`config.mk`:
```
export PLATFORM = sky130hd
export DESIGN_NAME = mem_store_aligner_flat
export DESIGN_NICKNAME = d
export VERILOG_FILES = /design/src/rtl/mem_store_aligner_if.sv /design/src/rtl/mem_store_aligner.sv /design/src/flat_wrapper.sv
export SDC_FILE = /design/constraint.sdc
export NUM_CORES = 1
export LEC_CHECK = 0
export BUFFER_PORTS_ARGS = -buffer_cell sky130_fd_sc_hd__buf_2
export CORE_UTILIZATION = 25
export CTS_BUF_LIST = sky130_fd_sc_hd__clkbuf_8
export CTS_CLUSTER_DIAMETER = 150
export CTS_CLUSTER_SIZE = 28
export DETAILED_ROUTE_END_ITERATION = 6
export SLEW_MARGIN = 10
export SYNTH_ARGS = -nofsm -noshare
export SYNTH_HDL_FRONTEND = slang
export SYNTH_SLANG_ARGS = --single-unit
```
`constraint.sdc`:
```
create_clock -name clk -period 2.1 [get_ports clk]
set_input_delay 0.42 -clock clk [delete_from_list [all_inputs] [get_ports clk]]
set_output_delay 0.42 -clock clk [all_outputs]
set_load 0.03 [all_outputs]
```
`src/rtl/mem_store_aligner_if.sv`:
```
// Store-request and byte-banked memory-beat bundle for mem_store_aligner.
// master = request issuer / memory model side, slave = the aligner.
interface mem_store_aligner_if #(
  parameter int unsigned NBANKS = 4,
  parameter int unsigned BANK_W = 8,
  parameter int unsigned ADDR_W = 32
);
  logic                       req_valid;
  logic                       req_ready;
  logic [ADDR_W-1:0]          req_addr;
  logic [1:0]                 req_size;
  logic [NBANKS*BANK_W-1:0]   req_data;
  logic                       mem_valid;
  logic                       mem_ready;
  logic [ADDR_W-1:0]          mem_addr;
  logic [NBANKS*BANK_W-1:0]   mem_wdata;
  logic [NBANKS-1:0]          mem_be;
  logic                       mem_last;
  logic                       err;

  modport master (
    output req_valid, req_addr, req_size, req_data, mem_ready,
    input  req_ready, mem_valid, mem_addr, mem_wdata, mem_be, mem_last, err
  );

  modport slave (
    input  req_valid, req_addr, req_size, req_data, mem_ready,
    output req_ready, mem_valid, mem_addr, mem_wdata, mem_be, mem_last, err
  );
endinterface

```
`src/rtl/mem_store_aligner.sv`:
```
// Registered store aligner: rotates store data onto byte banks, builds byte enables and
// splits row-crossing stores into two memory beats with valid/ready flow control.
module mem_store_aligner #(
  parameter int unsigned NBANKS = 4,
  parameter int unsigned BANK_W = 8,
  parameter int unsigned ADDR_W = 32
) (
  input  logic               clk,
  input  logic               rst,
  mem_store_aligner_if.slave bus
);
  localparam int unsigned OFF_W  = $clog2(NBANKS);
  localparam int unsigned DATA_W = NBANKS * BANK_W;

  localparam logic [1:0] StIdle  = 2'd0;
  localparam logic [1:0] StBeat0 = 2'd1;
  localparam logic [1:0] StBeat1 = 2'd2;

  logic [1:0]        state_q, state_d;
  logic [DATA_W-1:0] wdata_q, wdata_d;
  logic [NBANKS-1:0] be0_q, be0_d;
  logic [NBANKS-1:0] be1_q, be1_d;
  logic [ADDR_W-1:0] row_q, row_d;
  logic              split_q, split_d;
  logic              err_q, err_d;

  logic                mem_valid, mem_last, beat_done, req_ready, accept, size_ok;
  logic [OFF_W-1:0]    off;
  int unsigned         nbytes, shamt;
  logic [DATA_W-1:0]   rot;
  logic [2*NBANKS-1:0] lane_mask;

  // Outputs come only from registered state, so nothing on req_* reaches mem_*.
  always_comb begin
    mem_valid = (state_q == StBeat0) || (state_q == StBeat1);
    mem_last  = (state_q == StBeat1) || ((state_q == StBeat0) && !split_q);
    beat_done = mem_valid && bus.mem_ready;
    req_ready = (state_q == StIdle) || (beat_done && mem_last);
  end

  assign bus.mem_valid = mem_valid;
  assign bus.mem_last  = mem_last;
  assign bus.req_ready = req_ready;
  assign bus.mem_wdata = wdata_q;
  assign bus.mem_be    = (state_q == StBeat1) ? be1_q : be0_q;
  assign bus.mem_addr  = (state_q == StBeat1) ? row_q + ADDR_W'(NBANKS) : row_q;
  assign bus.err       = err_q;

  always_comb begin
    off     = bus.req_addr[OFF_W-1:0];
    nbytes  = 32'd1 << bus.req_size;
    size_ok = 32'(bus.req_size) <= OFF_W;
    shamt   = 32'(off) * BANK_W;
    // A shift by DATA_W yields zero, which keeps the off == 0 case a plain copy.
    rot     = (bus.req_data << shamt) | (bus.req_data >> (DATA_W - shamt));
    // Lanes past NBANKS belong to the next row, i.e. the second beat.
    for (int unsigned i = 0; i < 2 * NBANKS; i++) begin
      lane_mask[i] = (i >= 32'(off)) && (i < 32'(off) + nbytes);
    end
    accept = bus.req_valid && req_ready;
  end

  always_comb begin
    state_d = state_q;
    wdata_d = wdata_q;
    be0_d   = be0_q;
    be1_d   = be1_q;
    row_d   = row_q;
    split_d = split_q;
    err_d   = 1'b0;

    case (state_q)
      StIdle:  ;
      StBeat0: if (beat_done) state_d = split_q ? StBeat1 : StIdle;
      StBeat1: if (beat_done) state_d = StIdle;
      default: state_d = StIdle;
    endcase

    if (accept) begin
      if (size_ok) begin
        state_d = StBeat0;
        wdata_d = rot;
        be0_d   = lane_mask[NBANKS-1:0];
        be1_d   = lane_mask[2*NBANKS-1:NBANKS];
        split_d = |lane_mask[2*NBANKS-1:NBANKS];
        row_d   = {bus.req_addr[ADDR_W-1:OFF_W], {OFF_W{1'b0}}};
      end else begin
        state_d = StIdle;
        err_d   = 1'b1;
      end
    end
  end

  always_ff @(posedge clk) begin
    if (rst) begin
      state_q <= StIdle;
      wdata_q <= '0;
      be0_q   <= '0;
      be1_q   <= '0;
      row_q   <= '0;
      split_q <= 1'b0;
      err_q   <= 1'b0;
    end else begin
      state_q <= state_d;
      wdata_q <= wdata_d;
      be0_q   <= be0_d;
      be1_q   <= be1_d;
      row_q   <= row_d;
      split_q <= split_d;
      err_q   <= err_d;
    end
  end
endmodule

```
`src/flat_wrapper.sv`:
```
// flat-port wrapper written by rule: the top's interface ports become plain ports
module mem_store_aligner_flat 
#(
  parameter int unsigned NBANKS = 4,
  parameter int unsigned BANK_W = 8,
  parameter int unsigned ADDR_W = 32
)
  (clk, rst, bus_req_valid, bus_req_addr, bus_req_size, bus_req_data, bus_mem_ready, bus_req_ready, bus_mem_valid, bus_mem_addr, bus_mem_wdata, bus_mem_be, bus_mem_last, bus_err);
  mem_store_aligner_if #(.NBANKS(NBANKS), .BANK_W(BANK_W), .ADDR_W(ADDR_W)) bus_i ();
  input  logic clk;
  input  logic rst;
  input wire logic [$bits(bus_i.req_valid)-1:0] bus_req_valid;
  input wire logic [$bits(bus_i.req_addr)-1:0] bus_req_addr;
  input wire logic [$bits(bus_i.req_size)-1:0] bus_req_size;
  input wire logic [$bits(bus_i.req_data)-1:0] bus_req_data;
  input wire logic [$bits(bus_i.mem_ready)-1:0] bus_mem_ready;
  output wire logic [$bits(bus_i.req_ready)-1:0] bus_req_ready;
  output wire logic [$bits(bus_i.mem_valid)-1:0] bus_mem_valid;
  output wire logic [$bits(bus_i.mem_addr)-1:0] bus_mem_addr;
  output wire logic [$bits(bus_i.mem_wdata)-1:0] bus_mem_wdata;
  output wire logic [$bits(bus_i.mem_be)-1:0] bus_mem_be;
  output wire logic [$bits(bus_i.mem_last)-1:0] bus_mem_last;
  output wire logic [$bits(bus_i.err)-1:0] bus_err;
  assign bus_i.req_valid = bus_req_valid;
  assign bus_i.req_addr = bus_req_addr;
  assign bus_i.req_size = bus_req_size;
  assign bus_i.req_data = bus_req_data;
  assign bus_i.mem_ready = bus_mem_ready;
  assign bus_req_ready = bus_i.req_ready;
  assign bus_mem_valid = bus_i.mem_valid;
  assign bus_mem_addr = bus_i.mem_addr;
  assign bus_mem_wdata = bus_i.mem_wdata;
  assign bus_mem_be = bus_i.mem_be;
  assign bus_mem_last = bus_i.mem_last;
  assign bus_err = bus_i.err;
  mem_store_aligner #(.NBANKS(NBANKS), .BANK_W(BANK_W), .ADDR_W(ADDR_W)) u_core (.clk(clk), .rst(rst), .bus(bus_i));
endmodule
```
**Word level (Yosys, flattened, before mapping)**

Cells that the tools add are included.

- Register bits after elaboration: 74
- Bits in latches: 0
- RAM bits: 0
- ROM bits: 0
- Input port bits: 70
- Word-level logic and storage cells: 57
- Memories: 0

- $add $sub $neg: 3
- $mul: 0
- Divide/modulo/power cells: 0
- $lt $le $gt $ge: 12
- Equal/unequal tests: 5
- Shift operators: 3
- Multiplexer cells: 9
- Bitwise logic cells: 2
- Reductions and logical operators: 16

Operator list:

| kind | count |
|---|---|
| $lt 3x32->1 const A | 4 |
| $lt 1x32->1 const A | 2 |
| $lt 2x32->1 const A | 2 |
| $add 2x32->32 | 1 |
| $add 32x3->32 const B | 1 |
| $mux 32 | 1 |
| $or 32x32->32 | 1 |
| $shl 1x2->32 const A | 1 |
| $shl 32x5->32 | 1 |
| $shr 32x32->32 | 1 |
| $mux 2 | 4 |
| $logic_and 1x1->1 | 7 |
| $sub 6x5->7 const A | 1 |
| $ne 3x1->1 const B | 2 |
| $pmux 2 s3 | 1 |
| $ge 1x2->1 const A | 2 |
| $mux 4 | 1 |
| $reduce_or 4->1 | 1 |
| $logic_or 1x1->1 | 3 |
| $reduce_and 3->1 | 1 |
| $eq 2x1->1 const B | 1 |
| $eq 2x2->1 const B | 1 |
| $ge 2x2->1 const A | 1 |
| $le 2x2->1 const B | 1 |
| 7 further kinds | 8 |

**Logic depth before layout (Yosys ltp)**

- Depth after elaboration: 8
- Depth in mapped cells: 11

**Worst setup path before layout**

No wires, ideal clock.

- Path type: register to output
- Start point: register u_core.state_q[0]
- End point: output port bus_mem_addr[22]
- Arrival: 1.811 ns
- Required time: 1.680 ns
- Slack: -0.131 ns
- Cell stages (with the launch flop): 9
- Path buffers: 2
- Cell sequence: dfxtp_1 inv_1 ha_1 buf_2 and3_1 and2_1 buf_4 nand4_1 xnor2_1

- Longest elaborated chain between the ends: 2

Ends and longest elaborated chain:

| what | line | text |
|---|---|---|
| start, declared | mem_store_aligner.sv:19 | `logic [1:0] state_q, state_d;` |
| start signal, assigned | mem_store_aligner.sv:96 | `state_q <= StIdle;` |
| start signal, assigned | mem_store_aligner.sv:104 | `state_q <= state_d;` |
| $eq 2x2->1 | mem_store_aligner.sv:46 | `assign bus.mem_addr = (state_q == StBeat1) ? row_q + ADDR_W'(NBANKS) : row_q;` |
| $mux 32 | mem_store_aligner.sv:46 |  |
| end, declared | flat_wrapper.sv:19 | `output wire logic [$bits(bus_i.mem_addr)-1:0] bus_mem_addr;` |

No other way between the ends.

**Worst setup path after layout**

- Start point: register u_core.row_q[8]
- End point: output port bus_mem_addr[29]

- Longest elaborated chain between the ends: 2

Ends and longest elaborated chain:

| what | line | text |
|---|---|---|
| start, declared | mem_store_aligner.sv:23 | `logic [ADDR_W-1:0] row_q, row_d;` |
| start signal, assigned | mem_store_aligner.sv:108 | `row_q <= row_d;` |
| $add 32x3->32 | mem_store_aligner.sv:46 |  |
| $mux 32 | mem_store_aligner.sv:46 |  |

No other way between the ends.

==> flow_summary.json <==
{
  "outcome": "finished with violations",
  "violations": "negative setup slack",
  "cp_max_fo": 7,
  "finalSetupViolCount": 24,
  "grt_first_pass_wirelength_um": 23100,
  "start_util_pct": 25.6,
  "cts_buffers": 9,
  "fp.dieW_um": 135,
  "period_minus_slack_ns": 2.40,
  "rsz0062_at_grt": "yes",
  "cts.sinks": 74,
  "drc": 0,
  "dr.pass1.iters": 5,
  "ys_async_sr_fraction_pct": 0,
  "vias": 4857,
  "synth_common_cells": "134 x nand2_1, 83 x a21oi_1, 74 x dfxtp_1",
  "p_per_area_mw_per_mm2": 607,
  "synth_edf_count": 0,
  "drive_gt1_share_pct": 41.2,
  "synth_flop_cell": "dfxtp_1",
  "dr.first_iter.drc_count": 226,
  "leakage_nw": 2.94,
  "synth_area_mm2": 0.00440,
  "fp.dieH_um": 135,
  "clk_latency_ns": 0.37,
  "track_usage_pct": 16.4,
  "ant_nets": 0,
  "synth_top_cell_area_share_pct": 33.6,
  "grt_pass1_vias": 4466,
  "p_clk_share_pct": 30.9,
  "synth_compound_area_share_pct": 19.5,
  "period_share_pct": 114,
  "synth_area_leader_cell": "dfxtp_1",
  "cp-start-kind": "register",
  "syn_avg_cell_area_um2": 7.49,
  "required_ns": 1.68,
  "place_ws_ns": -0.0734,
  "ctsLongestPathBuffers": 2,
  "globalplace.congestion": 0.892,
  "cap_violations": 0,
  "yosys.area_share.xor_xnor_pct": 5.77,
  "finClkSkew_ns": 0.00661,
  "portBuffers": 139,
  "peakVddDrop_mv": 0.365,
  "final_nets": 845,
  "num_rows": 48,
  "dpl.hpwl_um": 10600,
  "arrival_ns": 1.98,
  "yosys.area_share.adder_pct": 3.01,
  "max_freq_mhz": 417,
  "post-synth-top-count-cell": "nand2_1",
  "yosysUniqueCellTypes": 43,
  "yosysSeqAreaShare_pct": 33.6,
  "switching_share_pct": 33.2,
  "fin_ws_ns": -0.296,
  "dieArea_mm2": 0.0182,
  "avgViaCountPerCell": 4.88,
  "cts-root-buf": "clkbuf_8",
  "hold_path.class": "primary input to register",
  "synth_warnings": 0,
  "synthSimpleGateAreaFrac_pct": 26.8,
  "wire_per_inst_um": 15.1,
  "worst-setup-path-type": "register to output pin",
  "core_mm2": 0.0172,
  "hold_viol": 0,
  "drv_slew": 0,
  "htreeDepth": 3,
  "power.share.combinational_pct": 29.9,
  "power_switching_mw": 1.34,
  "synth_top_family_by_area": "simple AND/OR/NAND/NOR gates",
  "synth.area.top_cells": "dfxtp_1 34%, nand2_1 11%, a21oi_1 9.4%",
  "layout.cells.non_filler": 996,
  "pwr-share-seq_pct": 39.2,
  "nFillCells": 1766,
  "wl_um": 15000,
  "ys_ff_latch": 74,
  "cts_hold_buf": 0,
  "place_inst": 967,
  "cp-end-kind": "output pin",
  "cts_tree": "built",
  "p_int_mw": 2.69,
  "ios": 142,
  "synth.area.mux_share_pct": 4.97,
  "grt-ovfl-total": 0,
  "synthCells": 588,
  "areaGrowthSynthToFinish_pct": 50.8,
  "grt_start_max_net_pins": 75,
  "grt_antenna_before_repair": 2,
  "clkSlewWorstSetupHoldPaths_ns": 0.08
}
worst max-delay path, cell delays in order (launching register included):
cell	delay [ns]
dfxtp_2	0.34
nand4_1	0.22
nor4_4	0.30
and2_4	0.25
nand4_1	0.16
xnor2_2	0.18
buf_6	0.15
worst paths after layout:
path                                                      from                               endpoint  slack (ns)  depth (start not counted)
worst max register to register  u_core.state_q[0]$_SDFFE_PP0P_  u_core.bus.mem_wdata[22]$_SDFFE_PP0P_        0.07                          9
worst min register to register    u_core.be1_q[0]$_SDFFE_PP0P_           u_core.be1_q[0]$_SDFFE_PP0P_        0.45                          2
worst min-delay path                          bus_req_addr[11]          u_core.row_q[11]$_SDFFE_PP0P_        0.28                          3
worst max-delay path              u_core.row_q[8]$_SDFFE_PP0P_                       bus_mem_addr[29]       -0.30                          6
timing repair:
action                     CTS  global route
resized for setup           97            45
setup endpoints to repair   33            33
setup buffers                7             9
pin swaps                   19            35
layer usage:
| layer | routed length (µm) | track usage, % | up-vias |
|---|---|---|---|
| li1 | - | - | 2400 |
| met1 | 6390 | 20.0 | 2243 |
| met2 | 7250 | 28.3 | 193 |
| met3 | 1200 | 4.92 | 19 |
| met4 | 183 | 4.00 | 2 |
| met5 | 8 | 0 | - |
kinds of logic (layout without fill, tap and decap cells):
group | Yosys count | after routing
simple gates | 258 | 258
compound gates | 140 | 140
flops | 74 | 74
buf+inv | 56 | 237
xor+xnor | 29 | 29
mux | 20 | 20
fa+ha+maj | 10 | 10
other cells | 1 | 3
placed cells by master, fill, tap and decap left out, types with 6 or more instances in the layout:
master | synthesis | final
a211oi_1 | 21 | 21
a21oi_1 | 83 | 83
a221oi_1 | 16 | 16
a31oi_1 | 6 | 6
buf_2 | 24 | 111
buf_4 | 7 | 66
buf_6 | 1 | 30
clkbuf_8 | 0 | 10
dfxtp_1 | 74 | 63
dfxtp_2 | 0 | 11
ha_1 | 9 | 6
inv_1 | 9 | 7
mux2_2 | 15 | 15
nand2_1 | 134 | 128
nand2b_1 | 8 | 7
nand3_4 | 0 | 7
nand3b_1 | 11 | 11
nand4_1 | 7 | 7
nor2_1 | 39 | 32
nor2_4 | 0 | 7
nor3_1 | 22 | 21
or3_1 | 8 | 8
xnor2_2 | 0 | 15
state kept, by name, indices dropped and copies added (netlist names):
name,flops
u_core.bus.mem_wdata,32
u_core.state_q,2
u_core.be0_q,4
u_core.split_q,1
u_core.be1_q,4
u_core.bus.err,1
u_core.row_q,30
metrics by stage:
| step | TNS, ns | cell area [µm²] | hold slack (ns) | util, % | total power [mW] |
|---|---|---|---|---|---|
| detailed placement | -0.194 | 5770 | 0.443 | 33.5 | 2.73 |
| floorplan | 0 | 4530 | 0.428 | - | 2.31 |
| finish | -4.62 | 6640 | 0.275 | 38.5 | 4.03 |
| CTS | -4.57 | 6380 | 0.262 | 37.0 | 4.05 |
| global placement | -0.00482 | 5770 | 0.440 | 33.5 | 2.73 |
| global route | -7.45 | 6640 | 0.269 | 38.5 | 4.25 |
power groups by stage:
stage	combinational, mW	sequential [mW]	clock [mW]
6_report	1.20	1.58	1.25
5_1_grt	1.30	1.59	1.35
3_5_place_dp	1.13	1.61	0
4_1_cts	1.18	1.58	1.29
2_1_floorplan	0.590	1.72	0
3_3_place_gp	1.12	1.61	0
area by class of cell:
class | instances | area, µm² | share of cell area, %
multi-input cells | 459 | 3120 | 46.9
flip-flops and latches | 74 | 1500 | 22.5
repair buffers | 212 | 1490 | 22.4
well taps | 225 | 282 | 4.24
clock buffers | 10 | 138 | 2.07
clock inverters | 6 | 82.6 | 1.24
inverters | 9 | 36.3 | 0.546
diodes | 1 | 2.50 | 0.0377
No activity file was read; power rests on OpenSTA's default activity.
